**src/rtl/bitseq_pkg.sv**
```systemverilog
// Shared types and constants for the bit-serial bitwise sequencer.
package bitseq_pkg;

  localparam int WIDTH = 8;
  localparam int CNT_W = $clog2(WIDTH);

  typedef enum logic [1:0] {
    CMD_LOAD_A = 2'b00,
    CMD_LOAD_B = 2'b01,
    CMD_EXEC   = 2'b10,
    CMD_CLEAR  = 2'b11
  } cmd_e;

  typedef enum logic [2:0] {
    OP_OR     = 3'b000,
    OP_AND    = 3'b001,
    OP_XOR    = 3'b010,
    OP_NAND   = 3'b011,
    OP_NOR    = 3'b100,
    OP_XNOR   = 3'b101,
    OP_MIX    = 3'b110,
    OP_PASS_A = 3'b111
  } op_e;

  typedef enum logic [1:0] {
    ST_IDLE = 2'b00,
    ST_EXEC = 2'b01,
    ST_DONE = 2'b10
  } state_e;

  localparam int UIO_STRB    = 0;
  localparam int UIO_CMD_LSB = 1;
  localparam int UIO_ACC     = 3;
  localparam int UIO_ERR     = 5;
  localparam int UIO_BUSY    = 6;
  localparam int UIO_DONE    = 7;

  localparam logic [7:0] UIO_OE_MASK = 8'hE0;

endpackage

```
**src/rtl/bitseq_strobe_sync.sv**
```systemverilog
// Synchronizes the asynchronous host strobe and emits one accept pulse per rising edge.
module bitseq_strobe_sync #(
  parameter int SYNC_STAGES = 2
) (
  input  logic clk,
  input  logic rst_n,
  input  logic strb,
  output logic accept
);

  logic [SYNC_STAGES-1:0] sync_q;
  logic                   prev_q;

  always_ff @(posedge clk or negedge rst_n) begin
    if (!rst_n) begin
      sync_q <= '0;
      prev_q <= 1'b0;
      accept <= 1'b0;
    end else begin
      sync_q <= {sync_q[SYNC_STAGES-2:0], strb};
      prev_q <= sync_q[SYNC_STAGES-1];
      accept <= sync_q[SYNC_STAGES-1] & ~prev_q;
    end
  end

endmodule

```
**src/rtl/tt_um_bitwise_sequencer.sv**
```systemverilog
// Host-sequenced bit-serial bitwise operator (LSB first, 8 cycles per EXEC).
// Optional macro BITSEQ_ACCUM_EN: EXEC with acc=1 also writes its result back into A.
module tt_um_bitwise_sequencer
  import bitseq_pkg::*;
#(
  parameter int SYNC_STAGES = 2
) (
  input  logic       clk,
  input  logic       rst_n,
  input  logic       ena,
  input  logic [7:0] ui_in,
  input  logic [7:0] uio_in,
  output logic [7:0] uo_out,
  output logic [7:0] uio_out,
  output logic [7:0] uio_oe
);

  function automatic logic eval_bit(op_e f, logic x, logic y, logic msb);
    case (f)
      OP_OR:     return x | y;
      OP_AND:    return x & y;
      OP_XOR:    return x ^ y;
      OP_NAND:   return ~(x & y);
      OP_NOR:    return ~(x | y);
      OP_XNOR:   return ~(x ^ y);
      OP_MIX:    return msb ? (x ^ y) : (x | y);
      OP_PASS_A: return x;
      default:   return x;
    endcase
  endfunction

  logic             accept;
  state_e           state;
  logic [WIDTH-1:0] a, b, work, result;
  op_e              op;
  logic             acc;
  logic [CNT_W-1:0] cnt;
  logic             busy, done, err;
  cmd_e             cmd;
  logic             bit_res;
  logic [WIDTH-1:0] next_work;

  bitseq_strobe_sync #(.SYNC_STAGES(SYNC_STAGES)) u_sync (
    .clk    (clk),
    .rst_n  (rst_n),
    .strb   (uio_in[UIO_STRB]),
    .accept (accept)
  );

  assign cmd       = cmd_e'(uio_in[UIO_CMD_LSB +: 2]);
  assign bit_res   = eval_bit(op, a[cnt], b[cnt], cnt == CNT_W'(WIDTH-1));
  // Results enter from the MSB so bit i lands at position i after WIDTH shifts.
  assign next_work = {bit_res, work[WIDTH-1:1]};

  always_ff @(posedge clk or negedge rst_n) begin
    if (!rst_n) begin
      state  <= ST_IDLE;
      a      <= '0;
      b      <= '0;
      work   <= '0;
      result <= '0;
      op     <= OP_OR;
      acc    <= 1'b0;
      cnt    <= '0;
      busy   <= 1'b0;
      done   <= 1'b0;
      err    <= 1'b0;
    end else if (accept && cmd == CMD_CLEAR) begin
      state  <= ST_IDLE;
      a      <= '0;
      b      <= '0;
      result <= '0;
      busy   <= 1'b0;
      done   <= 1'b0;
      err    <= 1'b0;
    end else if (state == ST_EXEC) begin
      // Commands other than CLEAR arriving mid-operation are dropped but flagged.
      if (accept) err <= 1'b1;
      work <= next_work;
      cnt  <= cnt + CNT_W'(1);
      if (cnt == CNT_W'(WIDTH-1)) begin
        result <= next_work;
        busy   <= 1'b0;
        done   <= 1'b1;
        state  <= ST_DONE;
`ifdef BITSEQ_ACCUM_EN
        if (acc) a <= next_work;
`endif
      end
    end else if (accept) begin
      done <= 1'b0;
      case (cmd)
        CMD_LOAD_A: begin
          a     <= ui_in;
          state <= ST_IDLE;
        end
        CMD_LOAD_B: begin
          b     <= ui_in;
          state <= ST_IDLE;
        end
        CMD_EXEC: begin
          op    <= op_e'(ui_in[2:0]);
          acc   <= uio_in[UIO_ACC];
          cnt   <= '0;
          busy  <= 1'b1;
          state <= ST_EXEC;
        end
        default: ;
      endcase
    end
  end

  always_comb begin
    uio_out           = '0;
    uio_out[UIO_DONE] = done;
    uio_out[UIO_BUSY] = busy;
    uio_out[UIO_ERR]  = err;
  end

  assign uo_out = result;
  assign uio_oe = UIO_OE_MASK;

  logic unused_pins;
`ifdef BITSEQ_ACCUM_EN
  assign unused_pins = &{1'b0, ena, uio_in[7:4], work[0]};
`else
  assign unused_pins = &{1'b0, ena, uio_in[7:4], work[0], acc};
`endif

endmodule
```
**config.mk**
```make
export PLATFORM = sky130hd
export DESIGN_NAME = tt_um_bitwise_sequencer
export DESIGN_NICKNAME = d
export VERILOG_FILES = /design/src/rtl/bitseq_pkg.sv /design/src/rtl/bitseq_strobe_sync.sv /design/src/rtl/tt_um_bitwise_sequencer.sv
export SDC_FILE = /design/constraint.sdc
export NUM_CORES = 1
export LEC_CHECK = 0
export ABC_AREA = 1
export CAP_MARGIN = 20
export CORE_MARGIN = 2
export CORE_UTILIZATION = 46
export CTS_BUF_LIST = sky130_fd_sc_hd__clkbuf_8 sky130_fd_sc_hd__clkbuf_16
export DETAILED_ROUTE_END_ITERATION = 8
export GPL_TIMING_DRIVEN = 0
export PLACE_DENSITY = 0.75
export SLEW_MARGIN = 5
export SYNTH_ARGS = -nofsm -noshare
export SYNTH_HDL_FRONTEND = slang
export SYNTH_SLANG_ARGS = --single-unit
export TNS_END_PERCENT = 10
```
**constraint.sdc**
```tcl
create_clock -name clk -period 2.2 [get_ports clk]
set_input_delay 0.55 -clock clk [delete_from_list [all_inputs] [get_ports clk]]
set_output_delay 0.55 -clock clk [all_outputs]
set_load 0.005 [all_outputs]
```
==> reports/results.ini <==
[route]
post_drt_wl_per_cell_um=11.5
drt-pass1-iter-count=4
drtIter0Drc=105
drc=0
ant_nets=0
num_vias=1762
viasPerCell=4.84
drt_wl_total_um=4200

[critical_path]
arrival_ns=2.23
worstPathRequired_ns=2.39
crit_chain=buf_6, inv_8, nor2_1, o22ai_1, inv_1, o21ai_2, inv_2, ha_4, inv_2, nand2_1, nand3_1, nand3_1, a21oi_1, nand2_1, nand3_2, nand2_1
crit_slowest_cell=dfrtp_1
crit_path_frequent_cell=nand2_1
critPathBufInv=5
crit_start=cnt[0]
critPathLaunchType=register
endpoint=uo_out[7]
reg2regPathDepth=16
worstReg2RegEnd=uo_out[7]
path_class=register to register
r2r_slack_ns=0.16
worst-path-stages=16
cp_max_fo=8
cp-end-kind=register
slowest_delay_ns=0.42
r2r-start=cnt[0]
cpLargestDelayFamily=compound AO/OA/AOI/OAI gates

[cts]
insertion_delay_ns=0.30
htree_num_levels=2
cts_tree=yes
clockBufferDepth=2
cts.sinks=46
cts_buffers=5
clk_root_buffer_cell=clkbuf_8
cts.clk_slew.worst_paths_ns=0.09

[floorplan]
rows=25
dieHeight_um=73.5
initial_core_util=0.474
die_area_um2=5410
ioPinCount=43
core_area_um2=4690
die_w_um=73.5

[placed_design]
gp_congestion=0.899
pre_cts_ws_ns=-0.126
io_buffers=23
hpwl_um=3050

[cells_and_area]
drive_above_1_share=0.190
area.growth.synth_to_final_pct=23.9
final_util=0.587
antenna_cells=0
fillCellCount=434
finalNetCount=332

[yosys]
netlist_area_um2=2220
yosysTopAreaCell=dfrtp_1
synth_top_area_share=0.518
yosys-top-cells-count=nand2_1, dfrtp_1, inv_1
ys_ff_latch=46
synthTopCellsByArea=dfrtp_1, nand2_1, buf_4
synth_cells=263
syn_area_per_cell_um2=8.45
ys.flop_type=dfrtp_1
synthArstFlopShare=1.00
yosysMostFrequentCell=nand2_1
yosysSeqAreaShare=0.518
ys_warn_count=0
yosysUniqueCellTypes=24
synth_edf_count=0

[timing]
max_clock_freq_mhz=491
grt_setup_unrepaired=true
period_share=0.926
finalMaxSlewViolations=0
tns_ns=0
clock_skew_ns=0.0108
setup_viol=0
hold_viol=0
finalCriticalPeriod_ns=2.04
setup_ws_ns=0.163

[global_route]
met3_usage=0.0398
antenna_found_initial=0
grt_max_degree=27
grt_pass1_vias=1642
busiest_layer=met2
grt_pass1_wl_um=7160
grt_util_met1=0.222
track_usage=0.171
grt_util_met2=0.282
grt_overflow_total=0

[power_and_ir_drop]
vdd_drop_max_mv=0.483
powerDensity_nw_per_um2=1000
total_power_mw=2.75
power_leakage_nw=1.42

[flow_run]
cap_violations=0

[hold_path]
min_path_type=input port to asynchronous set/reset pin

[status]
status=finished clean

==> power breakdown <==
group	leakage (nW)	total, mW	internal (mW)	switching [mW]
Clock	0.0504	0.634	0.338	0.296
Sequential	0.591	1.14	1.03	0.113
Combinational	0.775	0.978	0.443	0.535
Total	1.42	2.75	1.81	0.944
==> per-layer routing <==
layer  wire, µm  share of wire
met5          0              0
met4         67          0.016
met3        206          0.049
met2       1930           0.46
met1       1990           0.47
==> registers in the layout, summed over array words and instances (netlist names) <==
signal	count
a	8
b	8
busy	1
u_sync.sync_q	2
work	7
done	1
u_sync.prev_q	1
op	3
cnt	3
u_sync.accept	1
err	1
state	2
uo_out	8
==> repair_timing <==
item / 4_1_cts / 5_1_grt
hold buffers: 0 / 0
cloned: 0 / 1
pin swaps: 0 / 4
setup endpoints to repair: 2 / 2
gates resized for setup: 3 / 11
buffers inserted: 0 / 3
==> layout by cell type, fill, tap and decap left out, drive strengths merged, types with 7 or more instances in the layout <==
cell / synthesis / routed
o21ai: 35 / 35
conb: 2 / 13
dfrtp: 46 / 46
a21oi: 7 / 7
nor2: 15 / 15
clkdlybuf4s50: 0 / 22
nand2: 85 / 85
nand3: 13 / 13
buf: 21 / 27
inv: 29 / 29
==> how the worst min path moves through the flow <==
stage,endpoint,slack (ns),depth (start not counted)
after floorplan,a[0],0.25,0
after global placement,u_sync.sync_q[1],0.33,0
after detailed placement,u_sync.sync_q[1],0.34,0
after CTS,a[4],0.21,1
after global routing,uo_out[6],0.24,1
final,b[4],0.20,1
==> metrics by stage <==
step	cells	hold WS, ns	cell area [µm²]
floorplan	274	0.254	2260
CTS	360	0.212	2700
global route	364	0.235	2750
finish	364	0.198	2750
detailed placement	352	0.336	2580
global placement	351	0.333	2560
==> area by class of cell <==
class                      count  area, µm²  area share
buffer                        21        164      0.0595
clock buffer                   5       68.8      0.0250
clock inverter                 3       45.0      0.0164
inverter                      29        116      0.0423
multi-input combinational    178        868       0.315
sequential                    46       1150       0.418
tap                           54       67.6      0.0245
timing repair buffer          28        273      0.0990
==> kinds of logic (layout without fill, tap and decap cells) <==
family / Yosys count / after routing / share of synthesized area
flops: 46 / 46 / 0.518
other cells: 2 / 13 / 0.00338
compound gates: 47 / 47 / 0.128
fa+ha+maj: 4 / 4 / 0.0225
simple gates: 114 / 114 / 0.208
buf+inv: 50 / 86 / 0.120
Power figures use the tool's default switching activity.
